--- src/rtl/oam_dma_if.sv ---
// CPU-side and memory-side bus bundle for the sprite DMA engine.
// slave: the DMA controller; master: the CPU/memory environment driving it.
interface oam_dma_if;
  logic [15:0] cpu_addr_out;
  logic [7:0]  cpu_data_out;
  logic        cpu_wen;
  logic        cpu_ren;
  logic [7:0]  cpu_data_in;
  logic        cpu_rdy;
  logic [15:0] mem_addr_out;
  logic [7:0]  mem_data_out;
  logic        mem_wen;
  logic        mem_ren;
  logic [7:0]  mem_data_in;
  logic        dma_busy;
  logic        dma_done;

  modport slave (
    input  cpu_addr_out, cpu_data_out, cpu_wen, cpu_ren, mem_data_in,
    output cpu_data_in, cpu_rdy, mem_addr_out, mem_data_out, mem_wen, mem_ren,
           dma_busy, dma_done
  );

  modport master (
    output cpu_addr_out, cpu_data_out, cpu_wen, cpu_ren, mem_data_in,
    input  cpu_data_in, cpu_rdy, mem_addr_out, mem_data_out, mem_wen, mem_ren,
           dma_busy, dma_done
  );
endinterface

--- src/rtl/oam_dma_ctrl.sv ---
// Sprite DMA engine: a CPU write of page P to DMA_REG_ADDR halts the CPU and copies P00-PFF to OAM_DATA_ADDR.
// Optional macro OAM_DMA_ALIGN_EN inserts an ALIGN cycle when HALT falls on an odd cycle.
//
// state | meaning
// IDLE  | CPU bus passed straight through to memory
// HALT  | dummy cycle after the trigger write, no access
// ALIGN | extra dummy cycle when HALT was odd (OAM_DMA_ALIGN_EN only)
// RD    | read source byte {page,idx} into data_q
// WR    | write data_q to OAM_DATA_ADDR, advance idx
module oam_dma_ctrl #(
  parameter logic [15:0] DMA_REG_ADDR  = 16'h4014,
  parameter logic [15:0] OAM_DATA_ADDR = 16'h2004,
  parameter int          XFER_LEN      = 256
) (
  input  logic      clk,
  input  logic      rst,
  oam_dma_if.slave  bus
);

  localparam logic [7:0] LAST_IDX = 8'(XFER_LEN - 1);

`ifdef OAM_DMA_ALIGN_EN
  typedef enum logic [2:0] {IDLE, HALT, ALIGN, RD, WR} state_t;
  logic parity;
`else
  typedef enum logic [1:0] {IDLE, HALT, RD, WR} state_t;
`endif

  state_t     state;
  logic [7:0] page;
  logic [7:0] idx;
  logic [7:0] data_q;
  logic       done_q;

  always_ff @(posedge clk or posedge rst) begin
    if (rst) begin
      state  <= IDLE;
      page   <= 8'h00;
      idx    <= 8'h00;
      data_q <= 8'h00;
      done_q <= 1'b0;
`ifdef OAM_DMA_ALIGN_EN
      parity <= 1'b0;
`endif
    end else begin
      done_q <= 1'b0;
`ifdef OAM_DMA_ALIGN_EN
      parity <= ~parity;
`endif
      case (state)
        IDLE: begin
          if (bus.cpu_wen && bus.cpu_addr_out == DMA_REG_ADDR) begin
            page  <= bus.cpu_data_out;
            idx   <= 8'h00;
            state <= HALT;
          end
        end
`ifdef OAM_DMA_ALIGN_EN
        HALT:  state <= parity ? ALIGN : RD;
        ALIGN: state <= RD;
`else
        HALT:  state <= RD;
`endif
        RD: begin
          data_q <= bus.mem_data_in;
          state  <= WR;
        end
        WR: begin
          // idx wraps only after the last write; the source never leaves the page
          idx <= idx + 8'h01;
          if (idx == LAST_IDX) begin
            state  <= IDLE;
            done_q <= 1'b1;
          end else begin
            state <= RD;
          end
        end
        default: state <= IDLE;
      endcase
    end
  end

  assign bus.dma_done = done_q;

  always_comb begin
    bus.mem_addr_out = 16'h0000;
    bus.mem_data_out = 8'h00;
    bus.mem_wen      = 1'b0;
    bus.mem_ren      = 1'b0;
    bus.cpu_data_in  = 8'h00;
    bus.cpu_rdy      = 1'b0;
    bus.dma_busy     = 1'b1;
    if (rst) begin
      bus.cpu_rdy  = 1'b1;
      bus.dma_busy = 1'b0;
    end else begin
      case (state)
        IDLE: begin
          bus.mem_addr_out = bus.cpu_addr_out;
          bus.mem_data_out = bus.cpu_data_out;
          bus.mem_wen      = bus.cpu_wen;
          bus.mem_ren      = bus.cpu_ren;
          bus.cpu_data_in  = bus.mem_data_in;
          bus.cpu_rdy      = 1'b1;
          bus.dma_busy     = 1'b0;
        end
        RD: begin
          bus.mem_ren      = 1'b1;
          bus.mem_addr_out = {page, idx};
        end
        WR: begin
          bus.mem_wen      = 1'b1;
          bus.mem_addr_out = OAM_DATA_ADDR;
          bus.mem_data_out = data_q;
        end
        default: ;
      endcase
    end
  end

endmodule
--- src/flat_wrapper.sv ---
// flat-port wrapper written by rule: the top's interface ports become plain ports
module oam_dma_ctrl_flat 
#(
  parameter logic [15:0] DMA_REG_ADDR  = 16'h4014,
  parameter logic [15:0] OAM_DATA_ADDR = 16'h2004,
  parameter int          XFER_LEN      = 256
)
  (clk, rst, bus_cpu_addr_out, bus_cpu_data_out, bus_cpu_wen, bus_cpu_ren, bus_mem_data_in, bus_cpu_data_in, bus_cpu_rdy, bus_mem_addr_out, bus_mem_data_out, bus_mem_wen, bus_mem_ren, bus_dma_busy, bus_dma_done);
  oam_dma_if bus_i ();
  input  logic clk;
  input  logic rst;
  input wire logic [$bits(bus_i.cpu_addr_out)-1:0] bus_cpu_addr_out;
  input wire logic [$bits(bus_i.cpu_data_out)-1:0] bus_cpu_data_out;
  input wire logic [$bits(bus_i.cpu_wen)-1:0] bus_cpu_wen;
  input wire logic [$bits(bus_i.cpu_ren)-1:0] bus_cpu_ren;
  input wire logic [$bits(bus_i.mem_data_in)-1:0] bus_mem_data_in;
  output wire logic [$bits(bus_i.cpu_data_in)-1:0] bus_cpu_data_in;
  output wire logic [$bits(bus_i.cpu_rdy)-1:0] bus_cpu_rdy;
  output wire logic [$bits(bus_i.mem_addr_out)-1:0] bus_mem_addr_out;
  output wire logic [$bits(bus_i.mem_data_out)-1:0] bus_mem_data_out;
  output wire logic [$bits(bus_i.mem_wen)-1:0] bus_mem_wen;
  output wire logic [$bits(bus_i.mem_ren)-1:0] bus_mem_ren;
  output wire logic [$bits(bus_i.dma_busy)-1:0] bus_dma_busy;
  output wire logic [$bits(bus_i.dma_done)-1:0] bus_dma_done;
  assign bus_i.cpu_addr_out = bus_cpu_addr_out;
  assign bus_i.cpu_data_out = bus_cpu_data_out;
  assign bus_i.cpu_wen = bus_cpu_wen;
  assign bus_i.cpu_ren = bus_cpu_ren;
  assign bus_i.mem_data_in = bus_mem_data_in;
  assign bus_cpu_data_in = bus_i.cpu_data_in;
  assign bus_cpu_rdy = bus_i.cpu_rdy;
  assign bus_mem_addr_out = bus_i.mem_addr_out;
  assign bus_mem_data_out = bus_i.mem_data_out;
  assign bus_mem_wen = bus_i.mem_wen;
  assign bus_mem_ren = bus_i.mem_ren;
  assign bus_dma_busy = bus_i.dma_busy;
  assign bus_dma_done = bus_i.dma_done;
  oam_dma_ctrl #(.DMA_REG_ADDR(DMA_REG_ADDR), .OAM_DATA_ADDR(OAM_DATA_ADDR), .XFER_LEN(XFER_LEN)) u_core (.clk(clk), .rst(rst), .bus(bus_i));
endmodule
--- config.mk ---
export PLATFORM = sky130hd
export DESIGN_NAME = oam_dma_ctrl_flat
export DESIGN_NICKNAME = d
export VERILOG_FILES = /design/src/rtl/oam_dma_if.sv /design/src/rtl/oam_dma_ctrl.sv /design/src/flat_wrapper.sv
export SDC_FILE = /design/constraint.sdc
export NUM_CORES = 1
export LEC_CHECK = 0
export CORE_ASPECT_RATIO = 0.8
export CORE_MARGIN = 2
export CORE_UTILIZATION = 35
export DETAILED_ROUTE_END_ITERATION = 10
export HOLD_SLACK_MARGIN = 0.1
export PLACE_DENSITY = 0.71
export SLEW_MARGIN = 10
export SYNTH_ARGS = -nofsm -noshare
export SYNTH_HDL_FRONTEND = slang
export SYNTH_SLANG_ARGS = --single-unit
--- constraint.sdc ---
create_clock -name clk -period 2.65 [get_ports clk]
set_input_delay 0.265 -clock clk [delete_from_list [all_inputs] [get_ports clk]]
set_output_delay 0.265 -clock clk [all_outputs]
set_load 0.01 [all_outputs]
== Yosys cells after proc, flatten, opt, wreduce, memory -nomap -nowiden ==
Index checks and enable logic that the tools add are counted.

* Word-level logic and storage cells: 38
* Latch bits: 0
* Input bits: 36
* Memories: 0
* Flip-flop bits (word level): 27
* Memory bits (read-only): 0
* Output and inout port bits: 37
* Memory bits (writable): 0

* Div/mod/pow operators: 0
* Add/subtract/negate cells: 1
* Multiplexer cells: 21
* Bitwise logic cells: 0
* Order comparisons: 0
* $mul: 0
* Reduce and logical (&&, ||, !) cells: 5
* Shift-type cells: 0
* Eq/ne operators: 6

{| class="wikitable"
|+ Operator list
! kind !! count
|-
| 16-bit one-hot mux with 3 select lines || 1
|-
| 8-bit 2-to-1 mux || 4
|-
| 8-bit one-hot mux with 2 select lines || 2
|-
| 16-bit by 15-bit equality test with 1-bit output, second input constant || 1
|-
| 16-bit 2-to-1 mux || 1
|-
| 8-bit by 1-bit adder with 8-bit output, second input constant || 1
|-
| 8-bit equality test, second input constant || 1
|-
| 1-bit 2-to-1 mux || 8
|-
| 2-bit one-hot mux with 4 select lines || 1
|-
| 2-bit equality test, second input constant || 2
|-
| 2-bit 2-to-1 mux || 2
|-
| 1-bit one-hot mux with 2 select lines || 2
|-
| 2-bit AND reduction || 2
|-
| 2-bit by 1-bit equality test with 1-bit output, second input constant || 1
|-
| 2-bit logical NOT || 1
|-
| 2-bit by 1-bit != test with 1-bit output, second input constant || 1
|-
| 2-bit nonzero test || 1
|-
| 1-bit logical AND || 1
|}

== Longest topological paths before layout ==
Gate-level depths: netlist of the first run.

* Depth in word-level cells: 4
* Gate-level depth with buffers: 8
* Mapped depth without buffers: 6

== Worst setup path after synthesis of the first run ==
OpenSTA, ideal clock, no wires.

* Kind: flip-flop to output port
* Start point: register u_core.state[0]
* End point: output bus_mem_ren
* Slack: 0.782 ns
* Cell stages (with the launch flop): 7
* Data required time: 2.385 ns
* Path buffers: 2
* Arrival time: 1.603 ns
* Cells stage by stage: dfrtp_1 > inv_1 > ha_1 > clkbuf_1 > buf_1 > o21ai_0 > a21oi_1

* Longest elaborated chain between the ends: 3
* Elaborated cells on any way between the ends: 4
* Those cells by class: 1 x eq/ne; 2 x mux; 1 x reduce/logical

{| class="wikitable"
|+ RTL lines
! what !! line !! RTL
|-
| start, declared || oam_dma_ctrl.sv:29 || <nowiki>state_t state;</nowiki>
|-
| start signal, assigned || oam_dma_ctrl.sv:37 || <nowiki>state <= IDLE;</nowiki>
|-
| start signal, assigned || oam_dma_ctrl.sv:55 || <nowiki>state <= HALT;</nowiki>
|-
| start signal, assigned || oam_dma_ctrl.sv:62 || <nowiki>HALT: state <= RD;</nowiki>
|-
| 2-bit equality test / 2-bit logical NOT (equally long branches) || oam_dma_ctrl.sv:97 || <nowiki>case (state)</nowiki>
|-
| 1-bit one-hot mux with 2 select lines (*) || oam_dma_ctrl.sv:97 ||
|-
| 1-bit 2-to-1 mux (*) || oam_dma_ctrl.sv:93 || <nowiki>if (rst) begin</nowiki>
|-
| end, declared || flat_wrapper.sv:22 || <nowiki>output wire logic [$bits(bus_i.mem_ren)-1:0] bus_mem_ren;</nowiki>
|}

Mark *: on every way between the ends. The rest lies on a longest branch, timed or not.

== Worst setup path in the final report of the first run ==
* Start point: register u_core.state[0]
* End point: output bus_mem_data_out[4]

* Longest elaborated chain between the ends: 3
* Elaborated cells on any way between the ends: 4
* Those cells by class: 1 x eq/ne; 2 x mux; 1 x reduce/logical

{| class="wikitable"
|+ RTL lines
! what !! line !! RTL
|-
| 2-bit equality test / 2-bit logical NOT (equally long branches) || oam_dma_ctrl.sv:97 ||
|-
| 8-bit one-hot mux with 2 select lines (*) || oam_dma_ctrl.sv:97 ||
|-
| 8-bit 2-to-1 mux (*) || oam_dma_ctrl.sv:93 ||
|-
| end, declared || flat_wrapper.sv:20 || <nowiki>output wire logic [$bits(bus_i.mem_data_out)-1:0] bus_mem_data_out;</nowiki>
|}

Marked as above.

==> summary.txt, run 1 <==
outcome: complete, no violations
TritonRoute pass-1 iters: 4
worst reg2reg path depth: 8
#FFs+latches synth: 27
Setup WS pre-CTS: 0.340 ns
Post-Syn Instances: 203
Final Non-Filler Cells: 336
Synth area leaders: dfrtp_1 (37%), a22oi_1 (9.0%), nor2_1 (6.8%), mux2_4 (5.8%), mux2_2 (5.6%)
vias in the first global route: 1,768
share of layout cells above drive strength 1: 13.5%
fraction of registers with async set/reset: 100%
placed inst area: 2630 um^2
setup bufs post-CTS: 0
CTS Hold Buffers Added: 0
post-CTS sizing: 0
FMAX: 400 MHz
CP Class: reg -> out
Ports: 73
Setup WS post-layout: 0.151 ns
full die area: 5810 um^2
area share of the largest cell type after synthesis: 37.0%
Tightest Pin Transition: 0.480 ns
Cell Pwr Density: 826 nW/um^2
1st-iter DRT viols: 98
Psw: 0.940 mW
DRT Wirelength: 5.38 mm
M3 GR Usage: 5.24%
syn nets: 247
GRT Residual Overflow: 0
Setup TNS: 0 ns
Clock power frac: 11.0%
CTS tree: built
Critical Path RT: 2.38 ns
commonest cells in the netlist: nor2_1 (33), dfrtp_1 (27), a22oi_1 (22), nand3_1 (12)
sequential share of power: 29.8%
static leakage: 1.13 nW
worst clock skew: 0.00631 ns
Core Rows: 23
Final Cell Area: 2680 um^2
clk sink count: 27
Synth cell types: 39
mapped cell area: 1830 um^2
Tightest Hold Check Type: in -> async
Port Buf Inserts: 72
DR vias/cell: 5.46
largest area contributor in the netlist: dfrtp_1
Peak supply drop: 0.000503 V
number of cells on the critical path: 5
Clock Latency Late Sink: 0.28 ns
area of the multi-input gates: 1060 um^2
antenna viol nets, final: 0
DPL Wire Length: 4.06 mm
wire length per cell: 16.0 um
final setup fails: 0
EDFF count, synth: 0
final core occ: 53.5%
Die W: 84.7 um
Inst Count DP: 332
pins over their slew limit: 0
CP cell instances: inv_1 > ha_1 > or2_2 > nor2_1 > clkdlybuf4s50_1
most frequent cell after synthesis: nor2_1
H-tree levels: 1
Worst EP arrival: 2.23 ns
# nets final: 319
first-pass GRT wire length: 8.63 mm
unrepaired setup endpoints after global routing: false
Tcrit/Tclk final: 94.3%
# diodes: 0
clock root buffer: clkbuf_8
Post-route DRC: 0
Worst Path Buf+Inv: 2
synth warn: 0
R2R Path Start: u_core.state[0]
routing usage on met1: 26.3%
Worst path max stage delay: 0.55 ns
GRT Total Usage: 18.7%
Die Ht: 68.6 um
cts bufs inserted: 3
clock-pin slew on the worst setup and hold paths: 0.10 ns
Avg Cell Area, Syn: 8.99 um^2
largest net degree at the start of global routing: 28
Via Count: 1,833
final hold vios: 0
internal power: 1.28 mW
Clock Path Buffers: 2
RePlAce Congestion: 0.843
CP delay by family, top: buffers and inverters
# fillers: 470
max_slew headroom: 68.0%
maximum capacitance violations: 0
area grow syn2layout: 46.9%
Slowest-stage cell, CP: clkdlybuf4s50_1
CP Max Fanout: 9
Logic pwr share: 59.3%
GRT busiest layer: met2
starting density of the core: 36.5%
crit path launch: u_core.state[0]
fin crit period: 2.50 ns
CP endpoint kind: output pin
initial antenna violation count: 0
sequential-to-total area share from yosys stat: 37.0%
switch share: 42.4%
FF+latch area: 677 um^2
commonest register cell after synthesis: dfrtp_1
CP Launch Type: flop
Core ar.: 5010 um^2
grt met2 use: 30.1%
==> routing by layer <==
layer | wire, um | part of all wire, %
met3 | 510 | 9.5
met2 | 2360 | 44
met4 | 17 | 0.32
met1 | 2490 | 46
met5 | 0 | 0
==> placed cells by master (no fill, tap or decap), types with 7 or more instances in the layout <==
| cell | instances |
|---|---|
| mux2_2 | 9 |
| mux2_4 | 7 |
| dfrtp_1 | 26 |
| nand2_1 | 11 |
| clkdlybuf4s50_1 | 72 |
| buf_4 | 10 |
| a22oi_1 | 22 |
| and3_1 | 8 |
| nand3_1 | 12 |
| nor2_1 | 33 |
| ha_1 | 8 |
==> path summary, 6_finish.rpt <==
| kind | slack [ns] | end |
|---|---|---|
| min | 0.35 | u_core.idx[7] |
| max | 0.15 | bus_mem_data_out[4] |
| min in group clk | 0.51 | u_core.data_q[6] |
| min reg2reg | 0.51 | u_core.data_q[6] |
| max in group asynchronous | 1.86 | u_core.page[4] |
| max reg2reg | 0.38 | u_core.idx[4] |
==> stage by stage <==
stage               power (mW)  hold slack (ns)
finish                    2.22            0.353
global route              2.39            0.380
CTS                       2.22            0.354
detailed placement        1.97            0.498
global placement          1.95            0.491
floorplan                 1.42            0.237
==> kinds of logic after synthesis <==
| group | count (synthesis) | share of synthesized area, % |
|---|---|---|
| fa+ha+maj | 8 | 5.48 |
| mux | 17 | 11.9 |
| buf+inv | 22 | 5.00 |
| flops | 27 | 37.0 |
| compound gates | 47 | 18.3 |
| simple gates | 82 | 22.3 |
==> power by group through the flow <==
stage | Sequential [mW] | Combinational [mW] | Clock, mW
after floorplan | 0.629 | 0.796 | 0
after global placement | 0.658 | 1.29 | 0
after detailed placement | 0.663 | 1.31 | 0
after CTS | 0.655 | 1.31 | 0.248
after global routing | 0.680 | 1.44 | 0.265
final | 0.659 | 1.31 | 0.243
==> cell type report <==
class	count	area share (%)
clock buffers	3	1.54
repair buffers	82	29.7
flip-flops and latches	27	25.2
inverters	7	0.980
clock inverters	1	0.187
well taps	62	2.89
multi-input cells	154	39.5
==> worst min-delay path, stage by stage <==
cell and delay, ns:
clkdlybuf4s50_1 0.47, clkinv_1 0.08, buf_4 0.17
==> state kept, by name (all words and copies together) (netlist names) <==
register and flops:
u_core.idx 8, u_core.page 8, u_core.bus.dma_done 1, u_core.data_q 8, u_core.state 2
No activity file was read; power rests on OpenSTA's default activity.
==> inputs of run 2 (changes only) <==
--- a/config.mk
+++ b/config.mk
@@ -9,7 +9,8 @@
 export CORE_MARGIN = 2
 export CORE_UTILIZATION = 35
 export DETAILED_ROUTE_END_ITERATION = 10
-export HOLD_SLACK_MARGIN = 0.1
+export GPL_ROUTABILITY_DRIVEN = 0
+export HOLD_SLACK_MARGIN = 0.02
 export PLACE_DENSITY = 0.71
 export SLEW_MARGIN = 10
 export SYNTH_ARGS = -nofsm -noshare
==> results of run 2 <==
The final DEF is identical to that of run 1; final timing and power are the same.
==> inputs of run 3 (changes only) <==
--- a/config.mk
+++ b/config.mk
@@ -7,11 +7,11 @@
 export LEC_CHECK = 0
 export CORE_ASPECT_RATIO = 0.8
 export CORE_MARGIN = 2
-export CORE_UTILIZATION = 35
+export CORE_UTILIZATION = 29
 export DETAILED_ROUTE_END_ITERATION = 10
 export GPL_ROUTABILITY_DRIVEN = 0
 export HOLD_SLACK_MARGIN = 0.02
-export PLACE_DENSITY = 0.71
+export PLACE_DENSITY = 0.61
 export SLEW_MARGIN = 10
 export SYNTH_ARGS = -nofsm -noshare
 export SYNTH_HDL_FRONTEND = slang
==> summary.txt, run 3 (synthesis results as in run 1) <==
outcome: complete, no violations (unchanged)
Worst EP arrival: 2.22 ns (was 2.23 ns)
largest net degree at the start of global routing: 27 (was 28)
Setup WS pre-CTS: 0.306 ns (was 0.340 ns)
Post-route DRC: 0 (unchanged)
# diodes: 0 (unchanged)
Cell Pwr Density: 828 nW/um^2 (was 826 nW/um^2)
sequential share of power: 29.3% (was 29.8%)
Tightest Hold Check Type: in -> async (unchanged)
CP Launch Type: flop (unchanged)
Setup WS post-layout: 0.165 ns (was 0.151 ns)
final hold vios: 0 (unchanged)
internal power: 1.31 mW (was 1.28 mW)
Tightest Pin Transition: 0.325 ns (was 0.480 ns)
Core Rows: 25 (was 23)
CP Class: reg -> out (unchanged)
Peak supply drop: 0.000435 V (was 0.000503 V)
Tcrit/Tclk final: 93.8% (was 94.3%)
post-CTS sizing: 0 (unchanged)
Regs by FF count: u_core.data_q (8), u_core.idx (8), u_core.page (8) (unchanged)
FMAX: 402 MHz (was 400 MHz)
Core ar.: 6010 um^2 (was 5010 um^2)
clock-pin slew on the worst setup and hold paths: 0.10 ns (about the same)
CP Max Fanout: 9 (unchanged)
hold_ws: 0.328 ns (was 0.353 ns)
vias in the first global route: 1,806 (was 1,768)
final setup fails: 0 (unchanged)
GRT Total Usage: 16.3% (was 18.7%)
commonest non-fill, non-tap cell in the layout: clkdlybuf4s50_1 (unchanged)
worst clock skew: 0.00358 ns (was 0.00631 ns)
Clock power frac: 10.9% (was 11.0%)
cts bufs inserted: 3 (unchanged)
Critical Path RT: 2.38 ns (about the same)
Logic pwr share: 59.8% (was 59.3%)
H-tree levels: 1 (unchanged)
static leakage: 1.13 nW (about the same)
Ports: 73 (unchanged)
most frequent cells in the layout: clkdlybuf4s50_1 (72), nor2_1 (33), dfrtp_1 (25), a22oi_1 (22), nand3_1 (12) (was clkdlybuf4s50_1 (72), nor2_1 (33), dfrtp_1 (26), a22oi_1 (22), nand3_1 (12))
initial antenna violation count: 0 (unchanged)
Psw: 0.955 mW (was 0.940 mW)
full die area: 6950 um^2 (was 5810 um^2)
Inst Count DP: 353 (was 332)
unrepaired setup endpoints after global routing: false (unchanged)
max_slew headroom: 78.3% (was 68.0%)
power consumption: 2.26 mW (was 2.22 mW)
CTS tree: built (unchanged)
CP endpoint kind: output pin (unchanged)
Setup TNS: 0 ns (unchanged)
fin crit period: 2.48 ns (was 2.50 ns)
TritonRoute pass-1 iters: 4 (unchanged)
Via Count: 1,816 (was 1,833)
wire length per cell: 15.7 um (was 16.0 um)
Clock Path Buffers: 2 (unchanged)
# nets final: 321 (was 319)
starting density of the core: 30.4% (was 36.5%)
area grow syn2layout: 49.7% (was 46.9%)
Die W: 92.7 um (was 84.7 um)
Clock Latency Late Sink: 0.27 ns (was 0.28 ns)
maximum capacitance violations: 0 (unchanged)
CTS Hold Buffers Added: 0 (unchanged)
setup bufs post-CTS: 0 (unchanged)
pins over their slew limit: 0 (unchanged)
first-pass GRT wire length: 9.00 mm (was 8.63 mm)
share of layout cells above drive strength 1: 15.2% (was 13.5%)
Final Non-Filler Cells: 357 (was 336)
Die Ht: 75.0 um (was 68.6 um)
1st-iter DRT viols: 88 (was 98)
antenna viol nets, final: 0 (unchanged)
DPL Wire Length: 4.34 mm (was 4.06 mm)
GRT Residual Overflow: 0 (unchanged)
switch share: 42.2% (was 42.4%)
DR vias/cell: 5.09 (was 5.46)
# fillers: 589 (was 470)
clk sink count: 27 (unchanged)
DRT Wirelength: 5.60 mm (was 5.38 mm)
Port Buf Inserts: 72 (unchanged)
clock root buffer: clkbuf_8 (unchanged)
-- run 3: cell type report --
| class | count | area, um^2 | area share [%] |
|---|---|---|---|
| Multi-Input combinational cell | 154 | 1060 | 38.9 |
| Timing Repair Buffer | 84 | 815 | 29.8 |
| Sequential cell | 27 | 678 | 24.8 |
| Tap cell | 81 | 101 | 3.71 |
| Clock buffer | 3 | 41.3 | 1.51 |
| Inverter | 7 | 26.3 | 0.962 |
| Clock inverter | 1 | 7.51 | 0.275 |
-- run 3: final timing paths --
check,from,to,slack [ns],depth (start not counted)
min reg2reg,u_core.data_q[2],u_core.data_q[2],0.52,1
max,u_core.state[0],bus_mem_wen,0.17,5
min in group clk,u_core.data_q[2],u_core.data_q[2],0.52,1
max reg2reg,u_core.state[0],u_core.page[5],0.54,6
max in group asynchronous,rst,u_core.page[0],1.83,4
min,rst,u_core.data_q[3],0.33,3
-- run 3: worst max-delay path, cell delays in order (launching register included) --
cell and delay (ns):
dfrtp_2 0.45, inv_1 0.15, ha_1 0.25, or2_2 0.40, nor2_1 0.13, clkdlybuf4s50_1 0.56
-- run 3: per-layer routing --
layer	track usage (%)	share of wire [%]
met4	3.27	0.64
met3	3.90	8.0
met5	0	0
met1	24.0	48
met2	24.8	43
-- run 3: metrics by stage --
| stage | area [um^2] | utilization, % |
|---|---|---|
| final | 2730 | 45.5 |
| after global routing | 2730 | 45.5 |
| after CTS | 2720 | 45.3 |
| after detailed placement | 2670 | 44.5 |
| after global placement | 2670 | 44.5 |
| after floorplan | 1830 | - |
-- run 3: power groups by stage --
stage                     Clock (mW)  Combinational [mW]  Sequential (mW)
after CTS                      0.259                1.35            0.658
after global placement             0                1.33            0.663
final                          0.246                1.35            0.664
after global routing           0.273                1.50            0.687
after floorplan                    0               0.796            0.629
after detailed placement           0                1.34            0.666
